<file path="config.mk">
export PLATFORM = sky130hd
export DESIGN_NAME = lsu_subword
export DESIGN_NICKNAME = d
export VERILOG_FILES = /design/src/rtl/lsu_subword.sv
export SDC_FILE = /design/constraint.sdc
export NUM_CORES = 1
export LEC_CHECK = 0
export CORE_MARGIN = 4
export CORE_UTILIZATION = 45
export CTS_BUF_LIST = sky130_fd_sc_hd__clkbuf_8
export CTS_CLUSTER_SIZE = 14
export DETAILED_ROUTE_END_ITERATION = 7
export PLACE_DENSITY = 0.89
export SYNTH_ARGS = -nofsm -noshare
export SYNTH_HDL_FRONTEND = slang
export SYNTH_SLANG_ARGS = --single-unit
</file>
<file path="constraint.sdc">
create_clock -name clk -period 7.2 [get_ports clk]
set_input_delay 2.16 -clock clk [delete_from_list [all_inputs] [get_ports clk]]
set_output_delay 2.16 -clock clk [all_outputs]
set_load 0.02 [all_outputs]
</file>
<file path="src/rtl/lsu_subword.sv">
// Load/store unit ahead of a word-addressed data memory: lane select and extend for loads,
// one-cycle word stores, two-cycle read-modify-write for sb/sh. Optional trap: LSU_MISALIGN_TRAP_EN.
module lsu_subword #(
    parameter int DATA_WIDTH = 32,
    parameter int ADDR_WIDTH = 8
) (
    input  logic                  clk,
    input  logic                  reset,
    input  logic                  req_valid,
    input  logic                  req_we,
    input  logic [1:0]            req_size,
    input  logic                  req_unsigned,
    input  logic [31:0]           req_addr,
    input  logic [DATA_WIDTH-1:0] req_wdata,
    output logic [DATA_WIDTH-1:0] rdata,
    output logic                  stall,
    output logic                  mem_we,
    output logic [31:0]           mem_addr,
    output logic [DATA_WIDTH-1:0] mem_wdata,
    input  logic [DATA_WIDTH-1:0] mem_rdata,
    output logic                  misalign,
    output logic [31:0]           err_addr
);
    if (DATA_WIDTH != 32 || ADDR_WIDTH < 1 || ADDR_WIDTH > 30) begin : g_bad_cfg
        $error("lsu_subword supports DATA_WIDTH = 32 and ADDR_WIDTH in 1..30 only");
    end

    typedef enum logic {IDLE, RMW} state_t;

    state_t      state;
    logic [31:0] merge_q;
    logic [31:0] cap_addr;
    logic        bad;
    logic        is_word;
    logic        is_load;
    logic        is_store;
    logic [4:0]  lane_shift;
    logic [4:0]  half_shift;
    logic [7:0]  byte_v;
    logic [15:0] half_v;
    logic [31:0] lane_mask;
    logic [31:0] lane_data;
    logic [31:0] merged;

    // Size 11 is reserved and behaves as a word access.
    assign is_word  = req_size[1];
    assign is_load  = req_valid && !req_we && !bad && (state == IDLE);
    assign is_store = req_valid &&  req_we && !bad && (state == IDLE);

    assign lane_shift = {req_addr[1:0], 3'b000};
    assign half_shift = {req_addr[1], 4'b0000};
    assign byte_v     = 8'(mem_rdata >> lane_shift);
    assign half_v     = 16'(mem_rdata >> half_shift);

    assign lane_mask = (req_size == 2'b00) ? (32'h0000_00ff << lane_shift)
                                           : (32'h0000_ffff << half_shift);
    assign lane_data = (req_size == 2'b00) ? ({24'h0, req_wdata[7:0]} << lane_shift)
                                           : ({16'h0, req_wdata[15:0]} << half_shift);
    assign merged    = (mem_rdata & ~lane_mask) | (lane_data & lane_mask);

    assign mem_we    = !reset && ((state == RMW) || (is_store && is_word));
    assign stall     = !reset && is_store && !is_word;
    assign mem_addr  = (state == RMW) ? cap_addr : {req_addr[31:2], 2'b00};
    assign mem_wdata = (state == RMW) ? merge_q : req_wdata;

    always_comb begin
        // NOTE: rdata gets a default before the case so no path leaves it unassigned,
        // which would otherwise infer a latch.
        rdata = '0;
        if (is_load) begin
            case (req_size)
                2'b00:   rdata = {{24{!req_unsigned && byte_v[7]}}, byte_v};
                2'b01:   rdata = {{16{!req_unsigned && half_v[15]}}, half_v};
                default: rdata = mem_rdata;
            endcase
        end
    end

    // NOTE: state registers use non-blocking assignments so every flop samples pre-edge values.
    always_ff @(posedge clk or posedge reset) begin
        if (reset) begin
            state    <= IDLE;
            merge_q  <= '0;
            cap_addr <= '0;
        end else begin
            case (state)
                IDLE: begin
                    if (is_store && !is_word) begin
                        merge_q  <= merged;
                        cap_addr <= {req_addr[31:2], 2'b00};
                        state    <= RMW;
                    end
                end
                default: state <= IDLE;
            endcase
        end
    end

`ifdef LSU_MISALIGN_TRAP_EN
    logic        misalign_q;
    logic [31:0] err_addr_q;

    assign bad = req_valid && (state == IDLE) &&
                 (((req_size == 2'b01) && req_addr[0]) || (is_word && (req_addr[1:0] != 2'b00)));

    // Sticky flag; only the first offending address is kept.
    always_ff @(posedge clk or posedge reset) begin
        if (reset) begin
            misalign_q <= 1'b0;
            err_addr_q <= '0;
        end else if (bad) begin
            misalign_q <= 1'b1;
            if (!misalign_q) err_addr_q <= req_addr;
        end
    end

    assign misalign = misalign_q;
    assign err_addr = err_addr_q;
`else
    assign bad      = 1'b0;
    assign misalign = 1'b0;
    assign err_addr = '0;
`endif

endmodule

</file>
* Yosys cells after proc, flatten, opt, wreduce, memory -nomap -nowiden *
Index checks and enable logic that the tools add are counted.

storage, ports and cells
  input bits = 103
  output and inout bits = 131
  register bits = 63
  logic and storage cells = 41

cells by class
  equality and inequality tests = 1
  bitwise logic cells = 5
  reductions and logical operators = 18
  shift-type cells = 6
  multiplexer cells = 8

operators with widths
  cell                                                                   count
  32-bit 2-to-1 mux                                                      5
  32-bit bitwise AND                                                     2
  32-bit one-hot mux with 2 select lines                                 1
  32-bit inverter                                                        1
  32-bit OR                                                              1
  16-bit by 5-bit left shift with 32-bit output                          1
  16-bit by 5-bit left shift with 32-bit output, first input constant    1
  8-bit by 5-bit left shift with 32-bit output                           1
  8-bit by 5-bit left shift with 32-bit output, first input constant     1
  32-bit by 5-bit >> shifter with 16-bit output                          1
  32-bit by 5-bit >> shifter with 8-bit output                           1
  1-bit logical AND                                                      11
  1-bit zero test                                                        4
  2-bit by 1-bit equality test with 1-bit output, second input constant  1
  2-bit zero test                                                        1
  1-bit 2-to-1 mux                                                       2
  2-bit AND reduction                                                    1
  1-bit logical OR                                                       1
  1-bit inverter                                                         1

* Longest topological paths before layout *
Gate-level depths: netlist of run 1.

  depth in word-level cells = 5
  mapped depth = 7
  mapped depth without buffers = 5

* Least setup slack after synthesis of run 1 *
No wires, ideal clock.

  kind = input to output
  start = in req_size[1]
  end = out stall
  data arrival time = 3391 ps
  slack = 1649 ps
  cell stages on the path = 6
  buffers on the path = 4
  data required time = 5040 ps
  cell sequence = buf_6 or3_1 clkbuf_1 buf_2 clkbuf_1 nor2_1

between the ends
  word-level cells in the longest chain between the ends = 2

RTL lines
  item               RTL line  source
  from (decl)        11        input logic [1:0] req_size,
  1-bit zero test    62        assign stall = !reset && is_store && !is_word;
  1-bit logical AND  62
  to (decl)          16        output logic stall,

Every way passes these cells.

* Worst setup path after layout of run 1 *
  start = in req_valid
  end = out rdata[24]

between the ends
  word-level cells in the longest chain between the ends = 3

RTL lines
  item                             RTL line  source
  from (decl)                      9         input logic req_valid,
  1-bit logical AND (2 in series)  47        assign is_load = req_valid && !req_we && !bad && (state == IDLE);
  32-bit 2-to-1 mux                70        if (is_load) begin
  to (decl)                        15        output logic [DATA_WIDTH-1:0] rdata,

Every way passes these cells.

==> results of run 1 <==
-- where the power goes --
group,total (uW),internal [uW],switching (uW)
combinational,406,194,212
clock,336,182,154
sequential,452,418,34.4
total,1190,794,400
-- worst paths after layout --
check,endpoint,slack (ns),start,depth (start not counted)
hold / removal,merge_q[26]$_DFFE_PP0P_,0.48,merge_q[26]$_DFFE_PP0P_,2
max in group asynchronous,state$_DFF_PP0_,4.19,reset,3
hold reg to reg,merge_q[26]$_DFFE_PP0P_,0.48,merge_q[26]$_DFFE_PP0P_,2
min in group asynchronous,cap_addr[27]$_DFFE_PP0P_,2.42,reset,3
setup reg to reg,cap_addr[5]$_DFFE_PP0P_,4.03,state$_DFF_PP0_,6
setup / recovery,rdata[24],0.43,req_valid,6
-- sequential cells by signal (all words and copies together) (netlist names) --
name and count:
merge_q 32, state 1, cap_addr 30
-- routing by layer --
layer / wire length (um) / vias to the layer above / global-route usage
li1: - / 2144 / -
met5: 0 / - / 0
met3: 1250 / 40 / 0.0399
met2: 8070 / 258 / 0.444
met4: 490 / 0 / 0.108
met1: 6340 / 2172 / 0.327
-- Yosys cell counts (5+ instances only) --
master / number
a22oi_1: 5
a2bb2oi_1: 5
buf_2: 13
buf_4: 37
clkbuf_1: 19
dfrtp_1: 63
mux2_2: 62
mux2i_1: 45
nand2_1: 166
nand2b_1: 8
nor2b_1: 10
o21ai_0: 50
o22ai_1: 6
o311a_1: 7
-- stage by stage --
stage	instances	total power, uW	area [um^2]	util	hold WS, ns
final	862	1190	6800	0.684	0.478
after floorplan	575	688	4800	-	0.440
after detailed placement	845	863	6590	0.662	0.457
after CTS	861	1200	6800	0.683	0.480
after global routing	861	1250	6800	0.683	0.501
after global placement	845	848	6590	0.662	0.452
-- worst register-to-register path: cells and delay by family (launching register included) --
family / cells / cell delay, ns
buffers and inverters: 3 / 2.07
AND/OR/NAND/NOR: 3 / 0.62
flip-flops: 1 / 0.37
-- cell families after synthesis --
family,Yosys count,synth area share
and+or+nand+nor,205,0.191
buffers and inverters,76,0.0991
other,1,0.000803
AOI/OAI and AO/OA,88,0.123
DFF,63,0.338
muxes,108,0.249
-- cell type report --
cell class / count / share of cell area
inverters: 3 / 0.00166
flip-flops and latches: 63 / 0.232
multi-input cells: 436 / 0.405
diodes: 1 / 0.000368
clock inverters: 5 / 0.00938
well taps: 133 / 0.0245
clock buffers: 11 / 0.0223
repair buffers: 210 / 0.305
==> metrics.yaml, run 1 <==
outcome: "finished, final reports clean"
critical_path.most_common_cell: "clkdlybuf4s50_1"
antenna_found_initial: 0
cts_setup_buffers: 0
hold_buffers: 0
yosysTopAreaCell: "dfrtp_1"
yosys_warnings: 0
die_x_um: 110
critPathBufInv: 2
synth_edf_count: 0
cap_violations: 0
synth_top_area_frac: 0.338
cts_sinks: 63
fillerInstances: 779
cts_inserted_buffers: 9
cts_root_buf: "clkbuf_8"
cp_top_family: "buffers and inverters"
vias: 4614
maxSlewHeadroom: 0.370
grt_pass1_vias: 4671
die_h_um: 110
dp_hpwl_um: 12300
initial_core_util: 0.469
grt_usage: 0.260
yosysUniqueCellTypes: 39
ios: 234
rows: 36
drt-vias-per-instance: 5.35
gr-total-overflow: 0
wirelength_um: 16200
cellLeakagePower_uw: 0.00310
power.density_mw_per_mm2: 176
syn_area_per_cell_um2: 8.63
ff_latch_area_mm2: 0.00158
synth_area_mm2: 0.00467
ys_ff_latch: 63
finalCritPeriodShare: 0.940
numPortBuffers: 198
grt_setup_unrepaired: "no"
htreeDepth: 3
final_common_cell: "clkdlybuf4s50_1"
setup_viol: 0
drive_gt1_frac: 0.143
final_antenna_net_count: 0
worst_skew_pair.late_latency_ns: 0.34
ir_drop_v: 0.0000839
layout_min_cycle_time_ns: 6.77
worst_pin_slew_ns: 0.944
cp_slowest_stage_delay_ns: 0.62
min_path_type: "reg2reg"
required_ns: 5.04
fin_ws_ns: 0.433
multiInputGateArea_mm2: 0.00276
finClkSkew_ns: 0.00786
cts_tree: "built"
drt_iter0_markers: 337
syn_inst: 541
clk_pin_slew_worst_paths_ns: 0.08
grt_pass1_wl_um: 24100
layout_common_cells: "198 x clkdlybuf4s50_1, 166 x nand2_1, 62 x mux2_2, 62 x dfrtp_1, 50 x o21ai_0"
max_freq_mhz: 148
cp-start-kind: "input port"
grt_max_degree: 96
die_area_mm2: 0.0121
async_reset_ff_frac: 1.00
arrival_ns: 4.61
syn_to_final_growth_pct: 45.7
path_class: "in2out"
final_nets: 826
wl_per_cell_um: 18.7
cts-resized-gates: 0
firstDrtPassIters: 5
dp_slack_ns: 0.442
final.setup.tns_ns: 0
drcViolationCount: 0
synthTopCellsByArea: "dfrtp_1 34%, mux2_2 15%, nand2_1 13%, mux2i_1 9.6%, buf_4 5.9%"
gp_congestion: 0.927
cts_buffer_depth: 2
ys.flop_type: "dfrtp_1"
end_kind: "output port"
slowest_stage: "clkdlybuf4s50_1"
ys_seq_area_frac: 0.338
maxSlewViolCount: 0
core-area_mm2: 0.00995
worst-path-max-fanout: 16
hold_viol: 0
critical_path.cell_chain: "clkdlybuf4s50_1 > or3b_1 > or3_1 > o21bai_4 > nand2_1 > clkdlybuf4s50_1"
No activity file was read; power rests on OpenSTA's default activity.
==> run 2, diff against run 1 <==
--- a/config.mk
+++ b/config.mk
@@ -8,6 +8,7 @@
 export CORE_MARGIN = 4
 export CORE_UTILIZATION = 45
 export CTS_BUF_LIST = sky130_fd_sc_hd__clkbuf_8
+export CTS_CLUSTER_DIAMETER = 120
 export CTS_CLUSTER_SIZE = 14
 export DETAILED_ROUTE_END_ITERATION = 7
 export PLACE_DENSITY = 0.89
==> results of run 2 <==
Final layout, timing and power as in run 1 (identical DEF).
